[src/rtl/mfp_ahb_irq_ctrl.sv]
// AHB-Lite interrupt controller: per-channel level/edge mode, mask, sticky W1C pending and a
// priority-encoded active ID. Define MFP_IRQ_SYNC_EN to add a 2-flop synchroniser on IRQ_IN.
module mfp_ahb_irq_ctrl #(
    parameter int N_IRQ    = 8,
    parameter int N_SI_INT = 8
) (
    input  logic                HCLK,
    input  logic                SI_Reset,
    input  logic                HSEL,
    input  logic [31:0]         HADDR,
    input  logic [1:0]          HTRANS,
    input  logic                HWRITE,
    input  logic                HREADY,
    input  logic [31:0]         HWDATA,
    output logic [31:0]         HRDATA,
    output logic                HREADYOUT,
    output logic                HRESP,
    input  logic [N_IRQ-1:0]    IRQ_IN,
    output logic [N_SI_INT-1:0] SI_Int,
    output logic [N_IRQ-1:0]    IRQ_ACTIVE
);

    localparam logic [2:0] OFF_RAW       = 3'd0;
    localparam logic [2:0] OFF_PENDING   = 3'd1;
    localparam logic [2:0] OFF_MASK      = 3'd2;
    localparam logic [2:0] OFF_EDGE      = 3'd3;
    localparam logic [2:0] OFF_ACTIVE_ID = 3'd4;

    logic             dp_valid_r;
    logic             dp_write_r;
    logic [2:0]       dp_addr_r;
    logic             addr_ph_s;
    logic             wr_s;
    logic             pend_we_s;
    logic             mask_we_s;
    logic             edge_we_s;
    logic [N_IRQ-1:0] irq_s;
    logic [N_IRQ-1:0] irq_prev_r;
    logic [N_IRQ-1:0] rise_s;
    logic [N_IRQ-1:0] w1c_s;
    logic [N_IRQ-1:0] pending_r;
    logic [N_IRQ-1:0] pending_nxt_s;
    logic [N_IRQ-1:0] mask_r;
    logic [N_IRQ-1:0] edge_r;
    logic [N_IRQ-1:0] active_s;
    logic             any_active_s;
    logic [4:0]       active_id_s;
    logic [31:0]      rdata_s;
    logic [N_SI_INT-1:0] si_int_s;
    logic             unused_s;

    // Zero-extend a channel vector to a bus word; bits above N_IRQ-1 read 0.
    function automatic logic [31:0] zext(input logic [N_IRQ-1:0] v);
        logic [31:0] w;
        w = 32'h0;
        w[N_IRQ-1:0] = v;
        return w;
    endfunction

`ifdef MFP_IRQ_SYNC_EN
    logic [N_IRQ-1:0] sync1_r;
    logic [N_IRQ-1:0] sync2_r;

    // Two-flop synchroniser for sources outside the HCLK domain.
    always_ff @(posedge HCLK or posedge SI_Reset) begin
        if (SI_Reset) begin
            sync1_r <= '0;
            sync2_r <= '0;
        end else begin
            sync1_r <= IRQ_IN;
            sync2_r <= sync1_r;
        end
    end

    assign irq_s = sync2_r;
`else
    assign irq_s = IRQ_IN;
`endif

    assign addr_ph_s = HSEL & HTRANS[1] & HREADY;
    assign wr_s      = dp_valid_r & dp_write_r & HREADY;
    assign rise_s    = irq_s & ~irq_prev_r;

    // Latch the accepted address phase; an idle cycle with HREADY high closes the data phase.
    always_ff @(posedge HCLK or posedge SI_Reset) begin
        if (SI_Reset) begin
            dp_valid_r <= 1'b0;
            dp_write_r <= 1'b0;
            dp_addr_r  <= 3'd0;
        end else if (HREADY) begin
            dp_valid_r <= addr_ph_s;
            dp_write_r <= HWRITE;
            dp_addr_r  <= HADDR[4:2];
        end
    end

    // Register write decode for the data phase that ends on this edge.
    always_comb begin
        pend_we_s = 1'b0;
        mask_we_s = 1'b0;
        edge_we_s = 1'b0;
        if (wr_s) begin
            case (dp_addr_r)
                OFF_PENDING: pend_we_s = 1'b1;
                OFF_MASK:    mask_we_s = 1'b1;
                OFF_EDGE:    edge_we_s = 1'b1;
                default: begin
                    pend_we_s = 1'b0;
                    mask_we_s = 1'b0;
                    edge_we_s = 1'b0;
                end
            endcase
        end else begin
            pend_we_s = 1'b0;
        end
    end

    assign w1c_s = pend_we_s ? HWDATA[N_IRQ-1:0] : '0;

    // Pending next state: level channels track the input, edge channels are sticky and set beats clear.
    always_comb begin
        pending_nxt_s = '0;
        for (int i = 0; i < N_IRQ; i++) begin
            if (edge_r[i]) begin
                pending_nxt_s[i] = rise_s[i] | (pending_r[i] & ~w1c_s[i]);
            end else begin
                pending_nxt_s[i] = irq_s[i];
            end
        end
    end

    // Channel state registers.
    always_ff @(posedge HCLK or posedge SI_Reset) begin
        if (SI_Reset) begin
            pending_r  <= '0;
            mask_r     <= '0;
            edge_r     <= '0;
            irq_prev_r <= '0;
        end else begin
            pending_r  <= pending_nxt_s;
            irq_prev_r <= irq_s;
            if (mask_we_s) begin
                mask_r <= HWDATA[N_IRQ-1:0];
            end
            if (edge_we_s) begin
                edge_r <= HWDATA[N_IRQ-1:0];
            end
        end
    end

    assign active_s     = pending_r & mask_r;
    assign any_active_s = |active_s;

    // Lowest-numbered active channel wins; scanning downward lets the lowest index overwrite last.
    always_comb begin
        active_id_s = 5'd0;
        for (int i = N_IRQ - 1; i >= 0; i--) begin
            if (active_s[i]) begin
                active_id_s = 5'(i);
            end else begin
                active_id_s = active_id_s;
            end
        end
    end

    // Read mux, driven only while a read data phase is open.
    always_comb begin
        rdata_s = 32'h0;
        if (dp_valid_r && !dp_write_r) begin
            case (dp_addr_r)
                OFF_RAW:       rdata_s = zext(irq_s);
                OFF_PENDING:   rdata_s = zext(pending_r);
                OFF_MASK:      rdata_s = zext(mask_r);
                OFF_EDGE:      rdata_s = zext(edge_r);
                OFF_ACTIVE_ID: rdata_s = {any_active_s, 26'h0, active_id_s};
                default:       rdata_s = 32'h0;
            endcase
        end else begin
            rdata_s = 32'h0;
        end
    end

    // Core interrupt vector: only bit 0 is used.
    always_comb begin
        si_int_s    = '0;
        si_int_s[0] = any_active_s;
    end

    assign HRDATA     = rdata_s;
    assign HREADYOUT  = 1'b1;
    assign HRESP      = 1'b0;
    assign SI_Int     = si_int_s;
    assign IRQ_ACTIVE = active_s;

    // Address bits outside [4:2], HTRANS[0] and upper write-data bits are intentionally ignored.
    assign unused_s = ^{HADDR, HTRANS, HWDATA};

endmodule
[config.mk]
export PLATFORM = sky130hd
export DESIGN_NAME = mfp_ahb_irq_ctrl
export DESIGN_NICKNAME = d
export VERILOG_FILES = /design/src/rtl/mfp_ahb_irq_ctrl.sv
export SDC_FILE = /design/constraint.sdc
export NUM_CORES = 1
export LEC_CHECK = 0
export CAP_MARGIN = 20
export CORE_UTILIZATION = 29
export CTS_CLUSTER_SIZE = 24
export DETAILED_ROUTE_END_ITERATION = 16
export PLACE_DENSITY = 0.62
export SETUP_SLACK_MARGIN = 0.5
export SYNTH_ARGS = -nofsm -noshare
export SYNTH_HDL_FRONTEND = slang
export SYNTH_SLANG_ARGS = --single-unit
[constraint.sdc]
create_clock -name HCLK -period 5.12 [get_ports HCLK]
set_clock_uncertainty 0.05 [all_clocks]
set_input_delay 1.536 -clock HCLK [delete_from_list [all_inputs] [get_ports HCLK]]
set_output_delay 1.536 -clock HCLK [all_outputs]
set_load 0.05 [all_outputs]
==> run_results.csv <==
group,metric,value,unit
clock_tree,clk_latency,280,ps
global_route,antenna_found_initial,0,
timing,setup_tns,0,ps
timing,tightest_slew,579,ps
status,status,"completed",
synth,seq_area_frac_synth,0.430,
critical_path,worst-r2r-cell-count,3,
layout,fill_cells,748,
detailed_routing,drt_iter0_drc,75,
synth,ys_seq_elements,37,
floorplanning,start_util,0.298,
worst_hold_path,min_path_cells,1,
timing,rsz0062_at_grt,"no",
placement,dp_slack,605,ps
clock_tree,clk_pin_slew_worst_paths,70,ps
clock_tree,cts.sinks,37,
timing,holdWs,487,ps
floorplanning,io-pin-count,129,
layout,nets,312,
clock_tree,cts_tree,"yes",
clock_tree,root_buffer,"clkbuf_8",
synth,syn_area,2150,µm²
detailed_routing,via_per_inst,4.41,
critical_path,rrSetupSlack,3320,ps
critical_path,r2r_start,"dp_addr_r[1]$_DFFE_PP0P_",
global_route,grt_overflow,0,
detailed_routing,ant_nets,0,
power,vdd_drop_max,0.132,mV
layout,drive_gt1_frac,0.188,
clock_tree,cts_resized,0,
worst_hold_path,holdPathEnd,"mask_r[2]$_DFFE_PP0P_",
critical_path,worst_setup_path_start_kind,"input port",
detailed_routing,drt_wl_total,4580,µm
critical_path,timing.rr.end,"edge_r[0]$_DFFE_PP0P_",
layout,area_growth,20.3,%
detailed_routing,drt_first_pass_iters,4,
synth,avgSynthCellArea,11.4,µm²
clock_tree,cts.path.max_buffers,2,
power,power.leakage,1.21,nW
floorplanning,coreArea,7210,µm²
worst_hold_path,hold_class,"register to register",
timing,period_minus_slack,4540,ps
timing,slew_viol_final,0,
critical_path,critPathMaxFanout,3,
power,power,0.872,mW
layout,final_core_util,0.359,
floorplanning,die_h,88.1,µm
timing,hold_viol_final,0,
timing,max_freq,220,MHz
synth,synthCells,189,
timing,setup_ws,580,ps
synth,ys_types,34,
timing,max_slew_margin,0.614,
clock_tree,hold_buffers,0,
timing,setup_viol,0,
global_route,grt_pass1_vias,1415,
floorplanning,die_area,7770,µm²
floorplanning,row_count,31,
global_route,grt_start_max_net_pins,38,
critical_path,crit_arrival,2950,ps
global_route,grt_pass1_wl,7320,µm
run,drv_cap,0,
layout,antenna_cells,0,
synth,synth_warnings,0,
detailed_routing,vias,1470,
detailed_routing,routedWlPerCell,13.8,µm
placement,routabilityCongestion,0.766,
worst_hold_path,hold_start,"mask_r[2]$_DFFE_PP0P_",
global_route,grt_util_all_layers,0.128,
critical_path,critPathRequiredTime,3530,ps
timing,period_share,0.887,
detailed_routing,drcViolationCount,0,
power,power_density,337,nW/µm²
floorplanning,die_w,88.1,µm
placement,dp_hpwl,3380,µm
critical_path,end_kind,"primary output",
clock_tree,cts_setup_buffers,0,
clock_tree,cts_buffers,5,
critical_path,crit_type,"input port to primary output",
placement,port_buffers,42,
clock_tree,h-tree-depth,2,
## kinds of logic after synthesis
| family | Yosys count | share of synthesized area |
|---|---|---|
| buffers and inverters | 47 | 0.156 |
| other | 2 | 0.00349 |
| flip-flops | 37 | 0.430 |
| AO/OA/AOI/OAI | 24 | 0.0890 |
| AND/OR/NAND/NOR | 49 | 0.135 |
| multiplexers | 30 | 0.187 |
## layout by cell type, fill, tap and decap left out, types with 2 or more instances in the layout
| cell type | instances |
|---|---|
| a32o_1 | 8 |
| and3_1 | 4 |
| buf_4 | 10 |
| clkbuf_8 | 5 |
| clkdlybuf4s50_1 | 34 |
| clkinv_2 | 2 |
| conb_1 | 32 |
| dfrtp_1 | 37 |
| inv_1 | 10 |
| mux2_2 | 18 |
| mux2i_1 | 6 |
| mux4_1 | 4 |
| nand2_1 | 27 |
| nand3_1 | 4 |
| nor2_1 | 5 |
| o21ai_0 | 5 |
| o22a_1 | 3 |
| o31ai_1 | 2 |
## per-stage QoR
| stage | cell area (µm²) | cells |
|---|---|---|
| 3_5_place_dp | 2510 | 325 |
| 2_1_floorplan | 2260 | 219 |
| 5_1_grt | 2590 | 333 |
| 4_1_cts | 2590 | 333 |
| 6_report | 2590 | 333 |
| 3_3_place_gp | 2510 | 325 |
## how the worst max path moves through the flow
stage / start / end / slack (ps) / depth (start not counted)
floorplan: IRQ_IN[2] / HRDATA[2] / 1090 / 3
global placement: IRQ_IN[2] / HRDATA[2] / 630 / 5
detailed placement: IRQ_IN[2] / HRDATA[2] / 610 / 5
CTS: IRQ_IN[2] / HRDATA[2] / 590 / 5
global route: IRQ_IN[2] / HRDATA[2] / 540 / 5
finish: IRQ_IN[2] / HRDATA[2] / 580 / 5
## cell usage after synthesis (all sizes together)
library cell | instances | area (µm²)
buf | 37 | 298
dfrtp | 37 | 926
nand2 | 27 | 101
mux2 | 19 | 214
inv | 10 | 37.5
a32o | 8 | 80.1
nor2 | 7 | 50.1
mux2i | 6 | 60.1
mux4 | 5 | 128
o21ai | 5 | 25.0
and3 | 4 | 25.0
nand3 | 4 | 20.0
o22a | 3 | 26.3
a21oi | 2 | 13.8
conb | 2 | 7.51
o31ai | 2 | 15.0
a221oi | 1 | 8.76
a22oi | 1 | 7.51
a31oi | 1 | 6.26
a32oi | 1 | 8.76
and2 | 1 | 6.26
nand2b | 1 | 13.8
nand4 | 1 | 21.3
nand4b | 1 | 8.76
nor3 | 1 | 16.3
nor3b | 1 | 18.8
or2 | 1 | 8.76
## metal layers
layer / vias up / GRT usage / share of wire
met3: 4 / 0.0349 / 0.063
met4: 0 / 0.0293 / 0.0041
met2: 67 / 0.197 / 0.47
met1: 709 / 0.180 / 0.47
met5: - / 0 / 0
li1: 690 / - / -
## flip-flops by register name (all words and copies together) (netlist names)
register / cells
edge_r: 8
dp_write_r: 1
pending_r: 8
irq_prev_r: 8
dp_addr_r: 3
mask_r: 8
dp_valid_r: 1
## power by group
| group | internal [mW] | switching (mW) |
|---|---|---|
| registers | 0.337 | 0.0473 |
| clock network | 0.0943 | 0.102 |
| logic | 0.113 | 0.179 |
| total | 0.544 | 0.328 |
## layout make-up
class                      instances  area (µm²)  area share
clock buffer                       6        72.6      0.0280
clock inverter                     2        10.0     0.00387
inverter                          10        37.5      0.0145
multi-input combinational        135        1000       0.388
sequential                        37         926       0.358
tap                               99         124      0.0478
timing repair buffer              44         415       0.160
## critical path: stages
cell and delay, ps:
clkdlybuf4s50_1 450, mux4_2 480, a32oi_1 190, nor2_1 90, buf_4 200
Note: power is estimated with default switching activity, not from simulation.
